<file path="src/rtl/decode38_hold.sv">
// decode38_hold: registered 3-to-8 decoder with per-line hold timers.
// An accepted (ena & code_valid) index produces a one-cycle one-hot hit pulse
// and reloads that line's hold counter so the stretched output y stays
// visible for HOLD_CYCLES cycles.
// Optional feature: define DEC38_SEG_EN to add a registered active-low
// seven-segment output showing the most recent accepted index.
module decode38_hold #(
  parameter int HOLD_W      = 4,
  parameter int HOLD_CYCLES = 10
) (
  input  logic       clk,
  input  logic       rst_n,
  input  logic       ena,
  input  logic [2:0] code,
  input  logic       code_valid,
  output logic [7:0] hit,
  output logic [7:0] y,
  output logic [2:0] last_code,
  output logic       last_valid,
  output logic [7:0] evt_cnt
`ifdef DEC38_SEG_EN
  ,
  output logic [7:0] seg
`endif
);

  localparam logic [HOLD_W-1:0] HOLD_LOAD = HOLD_W'(HOLD_CYCLES);
  localparam logic [HOLD_W-1:0] HOLD_ONE  = HOLD_W'(1);

  logic              accept;
  logic [7:0]        hitQ, hitD;
  logic [HOLD_W-1:0] cntQ [8];
  logic [HOLD_W-1:0] cntD [8];
  logic [2:0]        lastCodeQ, lastCodeD;
  logic              lastValidQ, lastValidD;
  logic [7:0]        evtCntQ, evtCntD;
  logic [7:0]        yLines;

  assign accept = ena & code_valid;

  // Next-state for the hold counters: a hit on a line reloads it (retrigger),
  // every other line keeps decaying toward zero independently.
  always_comb begin
    for (int i = 0; i < 8; i++) begin
      cntD[i] = cntQ[i];
      if (accept && (code == 3'(i))) begin
        cntD[i] = HOLD_LOAD;
      end else if (cntQ[i] != '0) begin
        cntD[i] = cntQ[i] - HOLD_ONE;
      end
    end
  end

  // Next-state for the hit pulse and the event bookkeeping; ena=0 freezes
  // the bookkeeping because nothing is accepted.
  always_comb begin
    hitD       = 8'd0;
    lastCodeD  = lastCodeQ;
    lastValidD = lastValidQ;
    evtCntD    = evtCntQ;
    if (accept) begin
      hitD       = 8'd1 << code;
      lastCodeD  = code;
      lastValidD = 1'b1;
      evtCntD    = evtCntQ + 8'd1;
    end
  end

  // State registers, cleared asynchronously so a reset mid-hold blanks the lines at once.
  always_ff @(posedge clk or negedge rst_n) begin
    if (!rst_n) begin
      hitQ       <= 8'd0;
      lastCodeQ  <= 3'd0;
      lastValidQ <= 1'b0;
      evtCntQ    <= 8'd0;
      for (int i = 0; i < 8; i++) begin
        cntQ[i] <= '0;
      end
    end else begin
      hitQ       <= hitD;
      lastCodeQ  <= lastCodeD;
      lastValidQ <= lastValidD;
      evtCntQ    <= evtCntD;
      for (int i = 0; i < 8; i++) begin
        cntQ[i] <= cntD[i];
      end
    end
  end

  // A stretched line is simply "its counter has not run out yet".
  always_comb begin
    yLines = 8'd0;
    for (int i = 0; i < 8; i++) begin
      yLines[i] = (cntQ[i] != '0);
    end
  end

  assign hit        = hitQ;
  assign y          = yLines;
  assign last_code  = lastCodeQ;
  assign last_valid = lastValidQ;
  assign evt_cnt    = evtCntQ;

`ifdef DEC38_SEG_EN
  logic [7:0] segQ, segD;

  function automatic logic [6:0] segPattern(input logic [2:0] idx);
    logic [6:0] pat;
    case (idx)
      3'd0:    pat = 7'b1000000;
      3'd1:    pat = 7'b1111001;
      3'd2:    pat = 7'b0100100;
      3'd3:    pat = 7'b0110000;
      3'd4:    pat = 7'b0011001;
      3'd5:    pat = 7'b0010010;
      3'd6:    pat = 7'b0000010;
      default: pat = 7'b1111000;
    endcase
    return pat;
  endfunction

  // The display follows the latest accepted index with the decimal point kept off.
  always_comb begin
    segD = segQ;
    if (accept) begin
      segD = {1'b1, segPattern(code)};
    end
  end

  // Display register, blank until the first accepted event.
  always_ff @(posedge clk or negedge rst_n) begin
    if (!rst_n) begin
      segQ <= 8'hFF;
    end else begin
      segQ <= segD;
    end
  end

  assign seg = segQ;
`endif

endmodule

</file>
<file path="config.mk">
export PLATFORM = sky130hd
export DESIGN_NAME = decode38_hold
export DESIGN_NICKNAME = d
export VERILOG_FILES = /design/src/rtl/decode38_hold.sv
export SDC_FILE = /design/constraint.sdc
export NUM_CORES = 1
export LEC_CHECK = 0
export CORE_AREA = 8 8 83 85
export CTS_CLUSTER_SIZE = 16
export DETAILED_ROUTE_END_ITERATION = 7
export DIE_AREA = 0 0 91 93
export PLACE_DENSITY = 0.67
export REMOVE_ABC_BUFFERS = 1
export SLEW_MARGIN = 20
export SYNTH_ARGS = -nofsm -noshare
export SYNTH_HDL_FRONTEND = slang
export SYNTH_SLANG_ARGS = --single-unit
export TNS_END_PERCENT = 50
</file>
<file path="constraint.sdc">
create_clock -name clk -period 4.8 [get_ports clk]
set_clock_uncertainty 0.2 [all_clocks]
set_input_delay 0.96 -clock clk [delete_from_list [all_inputs] [get_ports clk]]
set_output_delay 0.96 -clock clk [all_outputs]
set_load 0.005 [all_outputs]
</file>
==> metrics <==
cts bufs inserted=5; Clock Sinks=52; final setup vio count=0; first-pass GRT wire length=7.41 mm; CP required=3.64 ns; I/O Buffers=34; CTS Root Cell=clkbuf_8; FFs w/ async S/R, synth=1.00; final wirelength=4.15 mm; Worst Hold Path EP=last_valid$_DFFE_PN0P_; per-cell routed wire length=12.7 um; post-route design area=2990 um2; full die area=8460 um2; worst vdd ir=0.251 mV; mean area per synthesized cell=11.7 um2; Worst Setup Start Kind=flip-flop; GRT Overall Usage=0.107; max-slew violations=0; die height=93 um; Die W=91 um; top cell type by total area after synthesis=dfrtp_1; Worst-path clk slew=0.09 ns; Yosys cell types=32; Max Cap Viol=0; initial antenna violation count=0; Final Hold Fails=0; Reg-to-Reg Start=cntQ[28]$_DFFE_PN0P_; Final GP Congestion=0.763; Worst-Skew Late Latency=0.30 ns; placed instance area=2880 um2; R2R Setup Slk=3.06 ns; H-Tree Level Count=2; crit path kind=flip-flop to primary output; minimum clock period=3.04 ns; Worst Path Arrival=1.88 ns; Post-synth top cells=52 x dfrtp_1, 24 x inv_1, 24 x xnor2_1; # IOs=35; Fmax=329 MHz; post-CTS setup buffers=0; Crit Path Max Fanout=6; period utilisation layout=0.633; Rel. slew slack=0.571; ant diodes=0; pre-CTS setup slack=2.09 ns; cts repair resizes=0; layout cells sized above 1=0.103; Post-CTS Hold Fix Bufs=0; First-pass DRT Iterations=3; Post-synth EDFFs=0; sequential element share of the synthesized area=0.531; Hold WC Path Type=flip-flop to flip-flop; hold path start=last_valid$_DFFE_PN0P_; Slew @ Worst Pin=0.644 ns; vias in the first global route=1643; Worst R2R End=cntQ[29]$_DFFE_PN0P_; reg2reg path depth=5; ANT nets after route=0; most frequent cell after synthesis=dfrtp_1; clock tree buffer depth=2; setup TNS=0 ns; RSZ-0062 raised after global routing=no; gr ovfl total=0; core box area=5680 um2; nets=274; synthesized netlist cell count=210; # DRC=0; number of fill cells in the layout=532; Starting Density=0.431; share of the synthesized area in the top cell type=0.531; Initial DRC Count=44; via count=1543; Hold Path Cell Cnt=1; Synth Register Bits=52; YS warnings=0; P_leak=1.35 nW; DP HPWL=3.13 mm; Core Rows=28; Mapped Area=2450 um2; area delta synth->final=22.1%; largest cells by area after synthesis=dfrtp_1 53%, xnor2_1 8.6%, ha_1 8.2%, inv_1 3.7%, nor3b_2 3.6%; Setup crit end kind=primary output; Via density=4.72; PnR worst setup slack=1.76 ns; largest net degree at the start of global routing=53; CTS tree=built; ys flop type=dfrtp_1; PD cells=595 nW/um2; status=complete, no violations
==> worst max-delay path, cell delays in order (launching register included) <==
cell             delay [ns]
dfrtp_1                0.40
inv_1                  0.11
ha_1                   0.17
nor3b_2                0.37
inv_1                  0.08
clkdlybuf4s50_1        0.45
==> how the worst max path moves through the flow <==
| stage | startpoint | end | slack (ns) | cells after the start |
|---|---|---|---|---|
| after floorplan | cntQ[28]$_DFFE_PN0P_ | y[0] | 2.62 | 3 |
| after detailed placement | cntQ[16]$_DFFE_PN0P_ | y[3] | 2.09 | 5 |
| final | cntQ[16]$_DFFE_PN0P_ | y[3] | 1.76 | 5 |
| after CTS | cntQ[16]$_DFFE_PN0P_ | y[3] | 1.73 | 5 |
| after global placement | cntQ[28]$_DFFE_PN0P_ | y[0] | 2.12 | 4 |
| after global routing | cntQ[16]$_DFFE_PN0P_ | y[3] | 1.63 | 5 |
==> placed cells by master (no fill, tap or decap), drive strengths merged, types with 3 or more instances in the layout <==
| cell | count |
|---|---|
| xnor2 | 24 |
| nand2 | 7 |
| nor2 | 14 |
| ha | 16 |
| a21o | 3 |
| a211o | 4 |
| dfrtp | 52 |
| clkbuf | 6 |
| or2 | 6 |
| inv | 25 |
| nor3 | 19 |
| mux2i | 5 |
| nor3b | 7 |
| xor2 | 4 |
| mux2 | 3 |
| clkdlybuf4s50 | 33 |
| nand2b | 4 |
==> registers in the layout (all words and copies together) (netlist names) <==
register    cells
evt_cnt         8
cntQ           32
last_code       3
hit             8
last_valid      1
==> per-layer routing <==
| metal | share of wire | vias to the layer above | global-route usage |
|---|---|---|---|
| met5 | 0 | - | 0 |
| met4 | 0.016 | 0 | 0.0477 |
| met3 | 0.042 | 6 | 0.0361 |
| met2 | 0.51 | 20 | 0.187 |
| met1 | 0.43 | 750 | 0.116 |
| li1 | - | 767 | - |
==> logic make-up after synthesis <==
family	share of synthesized area
xor+xnor	0.100
compound gates	0.0358
mux	0.0342
buf+inv	0.0399
simple gates	0.177
flops	0.531
fa+ha+maj	0.0818
==> through the flow <==
stage	power [mW]	hold WS, ns	cells	utilization
after global placement	1.48	0.254	319	0.508
after floorplan	1.28	0.259	209	-
after global routing	1.95	0.299	327	0.527
after detailed placement	1.52	0.251	319	0.508
after CTS	1.82	0.281	327	0.527
final	1.78	0.280	327	0.527
==> where the power goes <==
group	internal [mW]	switching (mW)	leakage, nW	total, mW
registers	0.615	0.136	0.633	0.751
clock network	0.155	0.135	0.0552	0.290
logic	0.418	0.321	0.658	0.739
==> cell type report <==
| class | count | area, um2 | area share |
|---|---|---|---|
| Tap cell | 75 | 93.8 | 0.0314 |
| Multi-Input combinational cell | 132 | 1050 | 0.351 |
| Sequential cell | 52 | 1300 | 0.435 |
| Clock inverter | 2 | 35.0 | 0.0117 |
| Inverter | 25 | 93.8 | 0.0314 |
| Clock buffer | 6 | 72.6 | 0.0243 |
| Timing Repair Buffer | 35 | 343 | 0.115 |
Note: power is estimated with default switching activity, not from simulation.
